==> config.mk <==
export PLATFORM = sky130hd
export DESIGN_NAME = aes_round_sequencer
export DESIGN_NICKNAME = d
export VERILOG_FILES = /design/src/rtl/aes_round_sequencer.sv
export SDC_FILE = /design/constraint.sdc
export NUM_CORES = 1
export LEC_CHECK = 0
export CORE_UTILIZATION = 53
export DETAILED_ROUTE_END_ITERATION = 8
export PLACE_DENSITY = 0.84
export SLEW_MARGIN = 5
export SYNTH_ARGS = -nofsm -noshare
export SYNTH_HDL_FRONTEND = slang
export SYNTH_SLANG_ARGS = --single-unit
==> constraint.sdc <==
create_clock -name clock -period 3.4 [get_ports clock]
set_input_delay 0.68 -clock clock [delete_from_list [all_inputs] [get_ports clock]]
set_output_delay 0.68 -clock clock [all_outputs]
set_load 0.01 [all_outputs]
==> src/rtl/aes_round_sequencer.sv <==
// Round/phase controller for the byte-serial AES-128 datapath: schedules
// key addition, SubBytes, ShiftRows and MixColumns over ROUNDS rounds.
module aes_round_sequencer #(
  parameter int unsigned ROUNDS = 10,
  parameter int unsigned SR_LAT = 13,
  parameter int unsigned MC_LAT = 4
) (
  input  logic       clock,
  input  logic       reset,
  input  logic       start,
  input  logic       key_valid,
  output logic       key_req,
  output logic       busy,
  output logic [2:0] stage_sel,
  output logic       capture,
  output logic       en_sr,
  output logic       en_mc,
  output logic [3:0] round,
  output logic [5:0] phase_cnt,
  output logic       done
);

  localparam int unsigned CNT_W = 6;
  localparam int unsigned RND_W = 4;
  localparam int unsigned BYTES = 16;

  localparam logic [CNT_W-1:0] BYTE_LAST = CNT_W'(BYTES - 1);
  localparam logic [CNT_W-1:0] SR_FIRST  = CNT_W'(SR_LAT);
  localparam logic [CNT_W-1:0] SR_LAST   = CNT_W'(SR_LAT + BYTES - 1);
  localparam logic [CNT_W-1:0] MC_FIRST  = CNT_W'(MC_LAT);
  localparam logic [CNT_W-1:0] MC_LAST   = CNT_W'(MC_LAT + BYTES - 1);
  localparam logic [CNT_W-1:0] MC_COLS   = CNT_W'(BYTES);
  localparam logic [RND_W-1:0] RND_LAST  = RND_W'(ROUNDS);

  localparam logic [2:0] SEL_HOLD   = 3'd0;
  localparam logic [2:0] SEL_IN_KEY = 3'd1;
  localparam logic [2:0] SEL_SUB    = 3'd2;
  localparam logic [2:0] SEL_SHIFT  = 3'd3;
  localparam logic [2:0] SEL_MIX    = 3'd4;
  localparam logic [2:0] SEL_ST_KEY = 3'd5;

  typedef enum logic [2:0] {
    S_IDLE     = 3'd0,
    S_ADD_INIT = 3'd1,
    S_SUB      = 3'd2,
    S_SHIFT    = 3'd3,
    S_MIX      = 3'd4,
    S_ADD_RK   = 3'd5,
    S_DONE     = 3'd6
  } state_e;

  state_e             state_q, state_d;
  logic [RND_W-1:0]   round_q, round_d;
  logic [CNT_W-1:0]   cnt_q,   cnt_d;
  logic               more_rounds;

  assign more_rounds = (round_q < RND_LAST);

  // State, round and phase counter registers
  always_ff @(posedge clock or posedge reset) begin
    if (reset) begin
      state_q <= S_IDLE;
      round_q <= '0;
      cnt_q   <= '0;
    end else begin
      state_q <= state_d;
      round_q <= round_d;
      cnt_q   <= cnt_d;
    end
  end

  // Next-state, round and phase counter
  always_comb begin
    state_d = state_q;
    round_d = round_q;
    cnt_d   = cnt_q;
    case (state_q)
      S_IDLE: begin
        round_d = '0;
        cnt_d   = '0;
        if (start) state_d = S_ADD_INIT;
      end
      S_ADD_INIT, S_ADD_RK: begin
        // Key phases advance only on an accepted key byte
        if (key_valid) begin
          if (cnt_q == BYTE_LAST) begin
            cnt_d = '0;
            if ((state_q == S_ADD_INIT) || more_rounds) begin
              state_d = S_SUB;
              round_d = round_q + RND_W'(1);
            end else begin
              state_d = S_DONE;
            end
          end else begin
            cnt_d = cnt_q + CNT_W'(1);
          end
        end
      end
      S_SUB: begin
        if (cnt_q == BYTE_LAST) begin
          cnt_d   = '0;
          state_d = S_SHIFT;
        end else begin
          cnt_d = cnt_q + CNT_W'(1);
        end
      end
      S_SHIFT: begin
        if (cnt_q == SR_LAST) begin
          cnt_d   = '0;
          state_d = more_rounds ? S_MIX : S_ADD_RK;
        end else begin
          cnt_d = cnt_q + CNT_W'(1);
        end
      end
      S_MIX: begin
        if (cnt_q == MC_LAST) begin
          cnt_d   = '0;
          state_d = S_ADD_RK;
        end else begin
          cnt_d = cnt_q + CNT_W'(1);
        end
      end
      S_DONE: begin
        state_d = S_IDLE;
      end
      default: begin
        state_d = S_IDLE;
        round_d = '0;
        cnt_d   = '0;
      end
    endcase
  end

  // Datapath controls decoded from state; key-phase capture follows key_valid
  always_comb begin
    key_req   = 1'b0;
    busy      = (state_q != S_IDLE);
    stage_sel = SEL_HOLD;
    capture   = 1'b0;
    en_sr     = 1'b0;
    en_mc     = 1'b0;
    round     = round_q;
    phase_cnt = cnt_q;
    done      = 1'b0;
    case (state_q)
      S_ADD_INIT: begin
        key_req   = 1'b1;
        capture   = key_valid;
        stage_sel = SEL_IN_KEY;
      end
      S_ADD_RK: begin
        key_req   = 1'b1;
        capture   = key_valid;
        stage_sel = SEL_ST_KEY;
      end
      S_SUB: begin
        capture   = 1'b1;
        stage_sel = SEL_SUB;
      end
      S_SHIFT: begin
        en_sr     = 1'b1;
        capture   = (cnt_q >= SR_FIRST);
        stage_sel = SEL_SHIFT;
      end
      S_MIX: begin
        // Engine idles on the first cycle of each of the four column slots
        en_mc     = (cnt_q[1:0] != 2'd0) || (cnt_q >= MC_COLS);
        capture   = (cnt_q >= MC_FIRST);
        stage_sel = SEL_MIX;
      end
      S_DONE: begin
        done = 1'b1;
      end
      default: begin
        key_req = 1'b0;
      end
    endcase
  end

endmodule

* Word level (Yosys, flattened, before mapping)
Cells that the tools add are included.
W data, S select, Z words.
** Operators by class
- $add $sub $neg :: 2
- Multiply operators :: 0
- Divide/modulo/power cells :: 0
- Order comparisons :: 4
- Equality and inequality tests :: 16
- Shift-type cells :: 0
- Mux-type cells :: 24
- Bitwise gates (word level) :: 2
- Reductions and logical operators :: 10
** Operators by type and width (count)
- $pmux W3 S5 :: 2
- $pmux W6 S5 :: 1
- $mux W6 :: 4
- $mux W3 :: 7
- $eq A6 B5 Y1 const B :: 2
- $mux W4 :: 3
- $eq A3 B3 Y1 const B :: 3
- $ne A2 B2 Y1 const B :: 4
- $pmux W4 S2 :: 1
- $add A6 B1 Y6 const B :: 1
- $eq A3 B2 Y1 const B :: 2
- $eq A6 B4 Y1 const B :: 1
- $ge A6 B3 Y1 const B :: 1
- $ge A6 B4 Y1 const B :: 1
- $ge A6 B5 Y1 const B :: 1
- $ne A2 B1 Y1 const B :: 3
- $reduce_and A6 Y1 :: 1
- $mux W1 :: 5
- $add A4 B1 Y4 const B :: 1
- $lt A4 B4 Y1 const B :: 1
- $pmux W1 S4 :: 1
- $reduce_and A4 Y1 :: 1
- $reduce_or A4 Y1 :: 1
- $eq A3 B1 Y1 const B :: 1
- 7 further kinds :: 9
** Storage, ports and cells
- Flip-flop bits (word level) :: 13
- Latch bits :: 0
- RAM bits :: 0
- ROM bits :: 0
- Input bits :: 4
- Memories :: 0

* Longest topological paths before layout
Gate-level depths: netlist of run 1.
- Word-level depth :: 6
- Depth in mapped cells :: 7
- Depth with buffers taken out :: 7

* Worst setup path after synthesis of run 1
Ideal clock, no wire load.
- Path type :: flip-flop to flip-flop
- Start :: register cnt_q[0], in the netlist phase_cnt[0]
- End :: register state_q[1]
- Setup time :: 0.125 ns
- Data arrival time :: 1.818 ns
- Data required time :: 3.275 ns
- Path slack :: 1.457 ns
- Cell stages (with the launch flop) :: 7
- Cells stage by stage :: dfrtp_1 > ha_1 > nor3b_1 > o22ai_4 > a211o_4 > nor2_4 > mux2_4
** On the way
- Word-level cells in the longest chain between the ends :: 3
- Elaborated cells between the ends (all ways) :: 8
** Ends and longest elaborated chain
- start, declared :: line 54 : logic [CNT_W-1:0] cnt_q, cnt_d;
- start signal, assigned :: line 68 : cnt_q <= cnt_d;
- $eq A6 B5 Y1, or another cell as far along :: line 116 : if (cnt_q == MC_LAST) begin
- $ne A2 B2 Y1 (no source line) / $ne A2 B1 Y1 (equally long branches)
- $reduce_and A6 Y1 (no source line) (*)
- end signal, assigned :: line 66 : state_q <= state_d;
- end, declared :: line 52 : state_e state_q, state_d;
Mark *: on every way between the ends. The rest lies on a longest branch, timed or not.
A chain may end at the register's enable or synchronous reset.

* Worst setup path in the final report of run 1
- Start :: register state_q[0]
- End :: output port capture
** On the way
- Word-level cells in the longest chain between the ends :: 3
- Elaborated cells between the ends (all ways) :: 7
** Ends and longest elaborated chain
- $eq A3 B1 Y1 / $eq A3 B3 Y1 (equally long branches) :: line 145 : case (state_q)
- $reduce_or A2 Y1 (no source line)
- $pmux W1 S4 (*) :: line 145
- end, declared :: line 15 : output logic capture,
Marks and branches as above.

==> summary.md, run 1 <==
| Metric | Value |
|---|---|
| Logic gate share of total power | `0.645` |
| Root buf cell | `clkbuf_4` |
| RSZ-0062 raised after global routing | `no` |
| Synth Register Bits | `13` |
| Skew-Pair Late Insertion Delay | `between 0.2 and 0.3 ns` |
| Cells after Synth | `around 120` |
| Fin util | `0.722` |
| Final #Nets | `149` |
| Number of library cell types mapped by synthesis | `47` |
| Overall routed net length | `roughly 2.4 mm` |
| Hold crit path type | `reg -> reg` |
| Die Footprint | `roughly 2100 um2` |
| IO buf count | `22` |
| Area occupied by multi-input gates | `roughly 630 um2` |
| Internal | `~560 uW` |
| Fmax | `approximately 340 MHz` |
| Synth-to-Final Area Change | `25.1%` |
| Clock tree from TritonCTS | `built` |
| GRT Residual Overflow | `0` |
| Register Area | `between 300 and 400 um2` |
| Ratio of cells with drive above 1 in the final layout | `0.0935` |
| Crit path capture type | `primary output` |
| Reg2reg start | `phase_cnt[0]` |
| Number of synthesized flops with an enable pin | `0` |
| CTS buffer count | `3` |
| Drt first pass iters | `4` |
| Maximum number of pins on one net before global-route repair | `17` |
| CP Capture Point | `capture` |
| CTS Hold Bufs | `0` |
| Crit path DAT | `about 2.3 ns` |
| Crit Reg-Reg Endpoint | `state_q[1]` |
| Worst hold margin | `0.568 ns` |
| Via count | `around 970` |
| Critical path startpoint category | `flip-flop` |
| Tot Pwr | `about 1.0 mW` |
| Synth Net Count | `~130` |
| Largest family of logic cells by synthesized area | `compound AO/OA/AOI/OAI gates` |
| Static Leakage | `0.559 nW` |
| Avg Inst Size Synth | `around 8.6 um2` |
| Placed inst area | `1250 um2` |
| Post-synth ARST share | `1.00` |
| WL/cell | `14.6 um` |
| Simple-gate share of the synthesized area | `0.235` |
| XOR/XNOR share of the synthesized area | `0.00860` |
| Critical Path Fanout Max | `16` |
| Worst r2r path cells | `6` |
| I/O pins | `23` |
| Slew HR | `0.625` |
| DRC Markers | `0` |
| Synthesized-area fraction occupied by adder cells | `0.0614` |
| Maximum vdd drop | `roughly 0.00048 V` |
| Final Cell Area | `around 1300 um2` |
| Drt via density | `5.91` |
| Fin crit period | `between 2 and 3 ns` |
| Vias in the first global route | `835` |
| Skew final | `slightly below 0.005 ns` |
| Final Hold Fails | `0` |
| Mapped Area | `~1000 um2` |
| Diodes inserted | `0` |
| Mux cell area share after synthesis | `0.0344` |
| Clk pwr share | `0.094` |
| GRT Overall Usage | `0.253` |
| Sw Share | `0.467` |
| Maxcap violations | `0` |
| Final setup viols | `0` |
| H-tree depth | `1` |
| Core Box Area | `1760 um2` |
| Max Slew Vio Count | `0` |
| Sequential Power Share | `0.261` |
| Worst Tran Pin Value | `0.557 ns` |
| Die W | `around 46 um` |
| NetSw | `roughly 500 uW` |
| Number of setup buffers added after CTS | `0` |
| Power Density | `between 800 and 900 nW/um2` |
| Resize count post-CTS | `0` |
| Die H | `45.8 um` |
| Antenna violations before repair | `0` |
| Outcome | `finished, final reports clean` |
| Post-synth top flop | `dfrtp_1` |
| Global-route wire length before repair | `3.80 mm` |
| FF-to-FF setup slack | `between 1 and 1.5 ns` |
| Clk pin slew, worst setup/hold paths | `roughly 0.080 ns` |
| Starting Density | `0.577` |
| Worst-case clock buffer depth | `2` |
| Critical Setup Path Class | `reg -> out` |
| Compound-Gate Fraction of Synth Area | `0.278` |
| Period utilisation layout | `0.866` |
| Critical path origin | `state_q[0]` |
| Detailed Route Iter0 Violations | `32` |
| Rows | `15` |
| Sequential area share after synthesis | `0.319` |
| GP Congestion | `approximately 0.80` |
| Synth Warn # | `0` |
| Sink Count | `13` |
| Fillers | `~150` |
| ANT nets after route | `0` |
| Final HPWL DP | `1.78 mm` |
| Setup tns final | `0 ns` |
| Worst path required time | `between 2 and 3 ns` |
==> critical path, cell delays in order (launching register included) <==
cell and delay [ns]:
dfrtp_1 0.63, nand3b_1 0.37, o221ai_1 0.28, o21bai_1 0.15, clkdlybuf4s50_1 0.56
==> per-layer routing <==
| layer | track usage | routed length (um) | part of all wire |
|---|---|---|---|
| met5 | 0 | 0 | 0 |
| met3 | 0.0357 | 114 | 0.048 |
| met1 | 0.346 | 1140 | 0.48 |
| met2 | 0.414 | 1120 | 0.47 |
| met4 | 0.0706 | 21 | 0.0088 |
==> layout make-up <==
type                    instances  area share
multi-input cells              89       0.493
flip-flops and latches         13       0.255
repair buffers                 22       0.173
inverters                      11      0.0324
well taps                      25      0.0246
clock buffers                   3      0.0177
clock inverters                 1     0.00393
==> power groups by stage <==
stage | Combinational [mW] | Sequential [mW] | Clock, mW
detailed placement | 0.665 | 0.274 | 0
floorplan | 0.492 | 0.235 | 0
CTS | 0.672 | 0.270 | 0.100
finish | 0.675 | 0.273 | 0.0982
global route | 0.738 | 0.280 | 0.107
global placement | 0.649 | 0.269 | 0
==> worst min path at each step <==
stage / startpoint / to / slack [ns] / cells after the start
floorplan: reset / phase_cnt[0] / 0.56 / 1
global placement: round[3] / round[3] / 0.54 / 2
detailed placement: round[3] / round[3] / 0.55 / 2
CTS: round[3] / round[3] / 0.57 / 2
global route: round[3] / round[3] / 0.62 / 2
finish: round[3] / round[3] / 0.57 / 2
==> cells in the final DEF, fill, tap and decap left out, drive strengths merged, types with 2 or more instances in the layout <==
cell type      synthesis  final
a21o                   2      2
a21oi                  3      3
and3                   3      3
clkbuf                 3      3
clkdlybuf4s50          0     22
dfrtp                 13     13
ha                     5      5
inv                   11     11
mux2i                  2      2
nand2                 14     14
nand2b                 6      6
nand3                  4      4
nand4                  2      2
nor2                   6      6
nor4                   2      2
o21ai                  9      9
o22ai                  4      4
o2bb2ai                4      4
==> metrics by stage <==
| stage | instances | setup slack [ns] |
|---|---|---|
| after floorplan | 118 | 1.46 |
| after global placement | 160 | 0.553 |
| after detailed placement | 160 | 0.546 |
| after CTS | 164 | 0.485 |
| after global routing | 164 | 0.373 |
| final | 164 | 0.457 |
==> kinds of logic (layout without fill, tap and decap cells) <==
family,after synthesis,in the layout
adders and majority gates,5,5
and+or+nand+nor,44,44
DFF,13,13
muxes,3,3
AOI/OAI and AO/OA,36,36
xor gates and xnor gates,1,1
buffers and inverters,16,37
==> registers in the layout, summed over array words and instances (netlist names) <==
register   flops
phase_cnt      6
round          4
state_q        3
==> synthesized netlist by cell type (all sizes together), types with 2 or more instances <==
cell,n,area share
nor4,2,0.012
nor2,6,0.029
a21o,2,0.015
nand4,2,0.012
nand3,4,0.020
o21ai,9,0.044
a21oi,3,0.018
mux2i,2,0.020
inv,11,0.041
nand2,14,0.054
o2bb2ai,4,0.034
clkbuf,3,0.011
ha,5,0.061
o22ai,4,0.044
nand2b,6,0.037
and3,3,0.018
dfrtp,13,0.32
buf,2,0.012
No activity file was read; power rests on OpenSTA's default activity.
==> inputs of run 2 (changes only) <==
--- a/config.mk
+++ b/config.mk
@@ -5,9 +5,9 @@
 export SDC_FILE = /design/constraint.sdc
 export NUM_CORES = 1
 export LEC_CHECK = 0
-export CORE_UTILIZATION = 53
+export CORE_UTILIZATION = 44
 export DETAILED_ROUTE_END_ITERATION = 8
-export PLACE_DENSITY = 0.84
+export PLACE_DENSITY = 0.74
 export SLEW_MARGIN = 5
 export SYNTH_ARGS = -nofsm -noshare
 export SYNTH_HDL_FRONTEND = slang
==> constraint.sdc (replaced) <==
create_clock -name clock -period 2.5 [get_ports clock]
set_input_delay 0.5 -clock clock [delete_from_list [all_inputs] [get_ports clock]]
set_output_delay 0.5 -clock clock [all_outputs]
set_load 0.01 [all_outputs]
==> summary.md, run 2 (synthesis results as in run 1) <==
| Metric | Value |
|---|---|
| Slew HR | `0.661 (+0.0360)` |
| Tot Pwr | `1.48 mW (+41%)` |
| Critical path startpoint category | `flip-flop` |
| Diodes inserted | `0 (unchanged)` |
| CTS buffer count | `3 (unchanged)` |
| Max reg flops | `6 (unchanged)` |
| ANT nets after route | `0 (unchanged)` |
| Fillers | `196 (+32%)` |
| Core Box Area | `2190 um2 (+24%)` |
| Fin util | `0.611 (-0.111)` |
| Skew-Pair Late Insertion Delay | `0.28 ns (about the same)` |
| Maximum vdd drop | `0.000547 V (+13%)` |
| Area occupied by multi-input gates | `628 um2 (unchanged)` |
| Power Density | `1100 nW/um2 (+34%)` |
| Worst path bufs/invs | `3 (+2)` |
| Maxcap violations | `0 (unchanged)` |
| Drt via density | `5.60 (-5.2%)` |
| I/O pins | `23 (unchanged)` |
| Starting Density | `0.465 (-0.112)` |
| Slowest stage delay, CP | `0.41 ns (-0.22 ns)` |
| Overall routed net length | `2.38 mm (-0.79%)` |
| Crit path DAT | `1.82 ns (-0.44 ns)` |
| Fmax | `between 400 and 500 MHz` |
| Maximum number of pins on one net before global-route repair | `14 (-3)` |
| GP Congestion | `0.890 (+11%)` |
| Commonest non-fill, non-tap cell in the layout | `clkdlybuf4s50_1` |
| Clk pin slew, worst setup/hold paths | `0.08 ns (about the same)` |
| Die W | `50.1 um (+9.3%)` |
| Hold crit path type | `in -> async` |
| Detailed Route Iter0 Violations | `37 (+16%)` |
| Max Slew Vio Count | `0 (unchanged)` |
| Period utilisation layout | `0.927` |
| Crit path capture type | `primary output` |
| IO buf count | `22 (unchanged)` |
| Skew final | `0.00490 ns (+0.0000264 ns)` |
| Worst path required time | `2.00 ns (-0.72 ns)` |
| Worst hold margin | `0.536 ns (-0.0319 ns)` |
| Final HPWL DP | `1.87 mm (+5.1%)` |
| DRC Markers | `0 (unchanged)` |
| Rows | `17 (+2)` |
| Critical Path Fanout Max | `7 (-9)` |
| Die Footprint | `2510 um2 (+20%)` |
| Die H | `50.1 um (+9.3%)` |
| Ratio of cells with drive above 1 in the final layout | `0.143 (+0.0493)` |
| Final setup viols | `0 (unchanged)` |
| Outcome | `finished, final reports clean` |
| Sink Count | `13 (unchanged)` |
| Final Hold Fails | `0 (unchanged)` |
| Register Area | `327 um2 (+0.38%)` |
| WL/cell | `13.6 um (-7.0%)` |
| Vias in the first global route | `888 (+6.3%)` |
| Final WS setup | `0.183 ns (-0.274 ns)` |
| Critical Setup Path Class | `reg -> out` |
| Drt first pass iters | `4 (unchanged)` |
| Fin crit period | `between 2 and 2.5 ns` |
| Final #Nets | `157 (+5.4%)` |
| Pre-CTS WS | `0.172 ns (-0.374 ns)` |
| Worst-case clock buffer depth | `2 (unchanged)` |
| Placed inst area | `1310 um2 (+5.1%)` |
| GRT Overall Usage | `0.214 (-0.0390)` |
| Antenna violations before repair | `0 (unchanged)` |
| Inst Count DP | `171 (+6.9%)` |
| Worst Tran Pin Value | `0.508 ns (-0.0486 ns)` |
| Top cell family by delay on the critical path | `buffers and inverters` |
| RSZ-0062 raised after global routing | `no` |
| GRT Residual Overflow | `0 (unchanged)` |
| Clock tree from TritonCTS | `built` |
| H-tree depth | `1 (unchanged)` |
| Final Cell Area | `1340 um2 (+5.1%)` |
| Layout Cells excl Fill | `175 (+6.7%)` |
| Setup tns final | `0 ns (unchanged)` |
| Cells along the critical path | `buf_4, nand2b_1, inv_1, nand2_1, o221ai_1, o21bai_1, dlygate4sd2_1` |
| Commonest cells after routing, fill and taps aside | `clkdlybuf4s50_1 (20), nand2_1 (13), dfrtp_1 (12), inv_1 (11), o21ai_0 (9)` |
| Via count | `980 (+1.1%)` |
| Global-route wire length before repair | `4.03 mm (+6.2%)` |
| CTS Hold Bufs | `0 (unchanged)` |
| Static Leakage | `0.614 nW (+9.9%)` |
| Crit-path slowest cell | `dfrtp_1` |
| Synth-to-Final Area Change | `31.4%` |
| Root buf cell | `clkbuf_4` |
==> run 2: repair_timing <==
| item | CTS | global route |
|---|---|---|
| buffers inserted | 0 | 0 |
| cloned | 0 | 0 |
| endpoints found under the setup margin | 1 | 1 |
| pin swaps | 0 | 0 |
| resized for setup | 2 | 1 |
==> run 2: power breakdown <==
part           total [mW]  switching (mW)  internal, mW
clock               0.135          0.0732        0.0620
sequential          0.318          0.0580         0.260
combinational        1.02           0.538         0.486
==> run 2: final cells by class <==
class                           instances  share of cell area
Clock buffer                            4              0.0196
Inverter                               11              0.0308
Multi-Input combinational cell         89               0.469
Sequential cell                        13               0.244
Tap cell                               28              0.0262
Timing Repair Buffer                   30               0.210
==> run 2: path summary, 6_finish.rpt <==
| check | startpoint | to | slack, ns | depth (start not counted) |
|---|---|---|---|---|
| hold reg to reg | round[3] | round[3] | 0.57 | 2 |
| setup reg to reg | phase_cnt[0] | state_q[1] | 0.49 | 6 |
| setup / recovery | state_q[0] | capture | 0.18 | 7 |
| min in group clock | round[3] | round[3] | 0.57 | 2 |
| max in group asynchronous | reset | state_q[1] | 1.60 | 2 |
| hold / removal | reset | phase_cnt[2] | 0.54 | 2 |
==> run 2: layer usage <==
metal / part of all wire / wire length, um / vias up / global-route usage
met2: 0.44 / 1040 / 35 / 0.311
met4: 0.0097 / 23 / 0 / 0.0857
met1: 0.49 / 1170 / 454 / 0.304
li1: - / - / 489 / -
met3: 0.064 / 152 / 2 / 0.0432
met5: 0 / 0 / - / 0
